<file path="src/rtl/nibble_serial_adder_pkg.sv">
// Shared definitions for the nibble-serial add/subtract sequencer.
package nibble_serial_adder_pkg;

    // Width of the reused ripple-carry slice.
    localparam int NIB_W = 4;

    typedef enum logic [1:0] {
        IDLE = 2'd0,
        RUN  = 2'd1,
        DONE = 2'd2
    } state_t;

endpackage

</file>
<file path="src/rtl/nibble_adder_cin.sv">
// 4-bit ripple-carry adder with carry-in. Each bit position is one full-adder cell.
module nibble_adder_cin
    import nibble_serial_adder_pkg::*;
(
    input  logic [NIB_W-1:0] in0,
    input  logic [NIB_W-1:0] in1,
    input  logic             cin,
    output logic [NIB_W-1:0] out,
    output logic             cout
);

    logic [NIB_W:0] c;

    assign c[0] = cin;

    for (genvar i = 0; i < NIB_W; i++) begin : g_fa
        assign out[i]   = in0[i] ^ in1[i] ^ c[i];
        assign c[i + 1] = (in0[i] & in1[i]) | (c[i] & (in0[i] ^ in1[i]));
    end

    assign cout = c[NIB_W];

endmodule

</file>
<file path="src/rtl/nibble_serial_adder.sv">
// Multi-precision add/subtract: one 4-bit slice is reused for NIB cycles, LSB nibble first.
//
//   state | meaning
//   ------+--------------------------------------------------------------
//   IDLE  | waiting for an operation; in_ready = 1
//   RUN   | processing nibble idx; partial result builds up in out
//   DONE  | result valid; out/cout/ovf held until out_ready
module nibble_serial_adder
    import nibble_serial_adder_pkg::*;
#(
    parameter int WIDTH = 16
)
(
    input  logic             clk,
    input  logic             rst,
    input  logic             in_valid,
    output logic             in_ready,
    input  logic [WIDTH-1:0] in0,
    input  logic [WIDTH-1:0] in1,
    input  logic             sub,
    output logic             out_valid,
    input  logic             out_ready,
    output logic [WIDTH-1:0] out,
    output logic             cout,
    output logic             ovf
);

    localparam int NIB   = WIDTH / NIB_W;
    localparam int IDX_W = (NIB > 1) ? $clog2(NIB) : 1;

    if ((WIDTH < NIB_W) || ((WIDTH % NIB_W) != 0)) begin : g_width_check
        $error("nibble_serial_adder: WIDTH must be a multiple of 4 and at least 4");
    end

    state_t             state;
    state_t             state_nxt;
    logic [WIDTH-1:0]   a_q;
    logic [WIDTH-1:0]   b_q;
    logic               carry_q;
    logic [IDX_W-1:0]   idx_q;
    logic [NIB_W-1:0]   a_nib;
    logic [NIB_W-1:0]   b_nib;
    logic [NIB_W-1:0]   s_nib;
    logic               c_nib;
    logic               accept;
    logic               last;

    assign accept = in_valid & in_ready;
    assign last   = (idx_q == IDX_W'(NIB - 1));

    // Select the operand nibbles addressed by the current index.
    always_comb begin
        a_nib = '0;
        b_nib = '0;
        for (int i = 0; i < NIB; i++) begin
            if (idx_q == IDX_W'(i)) begin
                a_nib = a_q[i*NIB_W +: NIB_W];
                b_nib = b_q[i*NIB_W +: NIB_W];
            end
        end
    end

    nibble_adder_cin u_slice (
        .in0  (a_nib),
        .in1  (b_nib),
        .cin  (carry_q),
        .out  (s_nib),
        .cout (c_nib)
    );

    // State register.
    always_ff @(posedge clk) begin
        if (rst) begin
            state <= IDLE;
        end else begin
            state <= state_nxt;
        end
    end

    // Next-state logic.
    always_comb begin
        state_nxt = state;
        case (state)
            IDLE:    if (accept)    state_nxt = RUN;
            RUN:     if (last)      state_nxt = DONE;
            DONE:    if (out_ready) state_nxt = IDLE;
            default:                state_nxt = IDLE;
        endcase
    end

    // Handshake outputs; in_ready is also masked by rst so nothing is accepted during reset.
    always_comb begin
        in_ready  = (state == IDLE) & ~rst;
        out_valid = (state == DONE);
    end

    // Operand capture, nibble sequencing and result registers.
    always_ff @(posedge clk) begin
        if (rst) begin
            a_q     <= '0;
            b_q     <= '0;
            carry_q <= 1'b0;
            idx_q   <= '0;
            out     <= '0;
            cout    <= 1'b0;
            ovf     <= 1'b0;
        end else begin
            case (state)
                IDLE: begin
                    if (accept) begin
                        // Subtraction is A + ~B + 1: invert B here and seed the carry with sub.
                        a_q     <= in0;
                        b_q     <= sub ? ~in1 : in1;
                        carry_q <= sub;
                        idx_q   <= '0;
                    end
                end
                RUN: begin
                    for (int i = 0; i < NIB; i++) begin
                        if (idx_q == IDX_W'(i)) begin
                            out[i*NIB_W +: NIB_W] <= s_nib;
                        end
                    end
                    carry_q <= c_nib;
                    if (last) begin
                        cout <= c_nib;
                        ovf  <= (a_q[WIDTH-1] == b_q[WIDTH-1]) & (s_nib[NIB_W-1] != a_q[WIDTH-1]);
                    end else begin
                        idx_q <= idx_q + 1'b1;
                    end
                end
                default: ;
            endcase
        end
    end

endmodule
</file>
<file path="config.mk">
export PLATFORM = sky130hd
export DESIGN_NAME = nibble_serial_adder
export DESIGN_NICKNAME = d
export VERILOG_FILES = /design/src/rtl/nibble_serial_adder_pkg.sv /design/src/rtl/nibble_adder_cin.sv /design/src/rtl/nibble_serial_adder.sv
export SDC_FILE = /design/constraint.sdc
export NUM_CORES = 1
export LEC_CHECK = 0
export CAP_MARGIN = 20
export CORE_MARGIN = 2
export CORE_UTILIZATION = 50
export DETAILED_ROUTE_END_ITERATION = 10
export GPL_ROUTABILITY_DRIVEN = 0
export GPL_TIMING_DRIVEN = 0
export PLACE_DENSITY = 0.79
export SYNTH_ARGS = -nofsm -noshare
export SYNTH_HDL_FRONTEND = slang
export SYNTH_HIERARCHICAL = 1
export SYNTH_SLANG_ARGS = --single-unit
</file>
<file path="constraint.sdc">
create_clock -name clk -period 4.05 [get_ports clk]
set_clock_uncertainty 0.2 [all_clocks]
set_input_delay 0.405 -clock clk [delete_from_list [all_inputs] [get_ports clk]]
set_output_delay 0.405 -clock clk [all_outputs]
set_load 0.005 [all_outputs]
</file>
==> metrics <==
run status complete, no violations; wire per inst about 13 microns; post-synth top area cell dfxtp_1; share of layout cells above drive strength 1 about 7.4%; Die Wd 76.39 microns; Primary FF master, synth dfxtp_1; kind of critical path flop to flop; Mapped Nets approximately 350; CTS Buf Count 5; number of global-route vias before repair ~2100; worst hold-check path type flop to flop; CP peak stage delay roughly 0.41 ns; post-synth top area share 42.02%; fin util between 60% and 70%; Worst-path clk slew around 0.09 ns; DR vias/cell ~5.1; Synth Warn # 6; Finished Layout Cells around 440; Crit path buffers/inverters 6; Root Buffer clkbuf_8; RSZ-0062 raised after global routing no; post_cts resized 2; design area ~0.0034 sq mm; Syn Area/Cell roughly 8.6 sq um; Power per Cell Area approximately 320 mW/mm^2; # port buffers 55; minimum clock period a little under 4 ns; Post CTS Setup Buffer Count 0; period utilization between 90% and 100%; area grow syn2layout 27.98%; critical path's slowest cell fa_1; count leader, synth dfxtp_1; initial core utilization 51.63%; grt ovf 0; 1st-pass router iterations 4; FILL cells 469; placed cell count ~430; mapped cell area around 0.0026 sq mm; first-pass GRT wire length 9.639 mm; Max-Cap Viols 0; setup violators final 0; CP Data Required Time 4.03 ns; deepest clock path buffer count 2; CTS tree built; Crit. End Element flop; DP Wirelength roughly 4.3 mm; synth cell count leaders 55 x dfxtp_1, 41 x nand2_1, 35 x nor2_1, 34 x a21oi_1, 22 x inv_1; relative slew slack around 65%; Detail Route Antenna Nets 0; clk sink count 55; IO Pins 57; f_max 0.2599 GHz; Worst path most repeated cell inv_1; final hold vios 0; Die Height roughly 76 microns; CTS hold repair buffers 0; worst path cell trace inv_1 > ha_2 > clkbuf_2 > o21ai_0 > a22o_1 > fa_1 > inv_1 > fa_1 > inv_1 > fa_1 > inv_1 > fa_1 > inv_1 > and3b_1 > a211oi_1 > nor3_1; diode count 0; Startpoint Class flop; ys async rst share 0%; initial antenna violation count 0; CORE AREA slightly above 0.005 sq mm; Post-synth EDFFs 0; register area share after synthesis approximately 42%; Layout Nets 410; H-tree Lvls 2; routed wire length 5.548 mm; Die ar. between 0.005 and 0.006 sq mm; Mapped Cells 306; Total GRT Usage about 20%; Worst Path Arrival about 3.8 ns; Detailed Route Iter0 Violations just under 100; synthesis-stage register bit count 55; crit path max fanout 10; Slew Viols, Final 0; DR vias ~2200; clock latency on the worst-skew pair around 0.3 ns; Peak VDD IR 0.1774 mV; Design Power roughly 1.1 mW; largest net degree at the start of global routing 16; Yosys cell types 31; Site Rows 26; R2R Setup Slk around 0.2 ns; top cells by area, synth dfxtp_1 42%, mux2i_1 6.9%, a21oi_1 6.5%, nand2_1 5.9%, nor2_1 5.0%; Largest delay share family, worst path adder cells; Worst-Margin Slew 0.5209 ns; Leak ~1.3 nW; Residual DRC 0; Placed Area between 0.003 and 0.004 sq mm
[report_power, final]
| group | internal [mW] | total (mW) | leakage [nW] | switching (mW) |
|---|---|---|---|---|
| Clock | 0.134 | 0.296 | 0.0470 | 0.162 |
| Combinational | 0.105 | 0.213 | 0.831 | 0.108 |
| Sequential | 0.566 | 0.580 | 0.448 | 0.0139 |
| Total | 0.806 | 1.09 | 1.33 | 0.284 |
[worst paths after layout]
check	start	to	depth (start not counted)
max reg2reg	idx_q[1]	ovf	16
min	a_q[11]	a_q[11]	2
min reg2reg	a_q[11]	a_q[11]	2
max	idx_q[1]	ovf	16
[tightest hold or removal path: stages (launching register included)]
cell,delay (ns)
dfxtp_1,0.32
nand2_1,0.05
a21oi_1,0.05
[metrics by stage]
stage	TNS, ns	setup WS (ns)	hold WS, ns
after floorplan	0	0.3299	0.2363
after global placement	-0.06108	-0.06108	0.2432
after detailed placement	-0.1590	-0.1590	0.2469
after CTS	0	0.01789	0.2597
after global routing	0	0.004266	0.2833
final	0	0.2017	0.2580
[layer usage]
layer,vias up,GRT usage [%],wire length [microns]
li1,1131,-,-
met1,1018,27.55,2549
met3,4,3.199,248
met5,-,0,0
met2,69,33.63,2705
met4,0,5.091,44
[cell families (layout without fill, tap and decap cells)]
kind of cell / after synthesis / after routing / synth area share, %
simple gates: 93 / 93 / 15.95
compound gates: 70 / 70 / 17.34
flops: 55 / 55 / 42.02
buf+inv: 46 / 105 / 7.497
mux: 18 / 18 / 6.877
xor+xnor: 16 / 16 / 5.348
fa+ha+maj: 8 / 8 / 4.967
[final cells by class]
class	instances	area, sq um	area share (%)
plain buffers	21	106.4	3.172
clock buffers	6	82.58	2.463
clock inverters	1	5.005	0.1493
inverters	22	82.58	2.463
multi-input cells	205	1338	39.89
flip-flops and latches	55	1101	32.84
well taps	70	87.58	2.612
repair buffers	55	550.5	16.42
[registers in the layout (all words and copies together), names as in the netlist]
register / cells
a_q: 16
out: 16
cout: 1
idx_q: 2
b_q: 16
state: 2
carry_q: 1
ovf: 1
[layout by cell type (no fill, tap or decap), types with 4 or more instances in the layout]
| cell type | count |
|---|---|
| dfxtp_1 | 55 |
| clkbuf_1 | 8 |
| nand2_1 | 41 |
| nor3_1 | 4 |
| nand3b_1 | 4 |
| buf_2 | 8 |
| nor2_1 | 35 |
| xor2_1 | 4 |
| clkbuf_8 | 6 |
| a21oi_1 | 34 |
| clkdlybuf4s50_1 | 55 |
| fa_1 | 4 |
| a211oi_2 | 4 |
| mux2i_1 | 18 |
| xnor2_1 | 12 |
| a22o_1 | 8 |
| a211oi_1 | 13 |
| o21ai_0 | 8 |
| inv_1 | 22 |
Note: power is estimated with default switching activity, not from simulation.
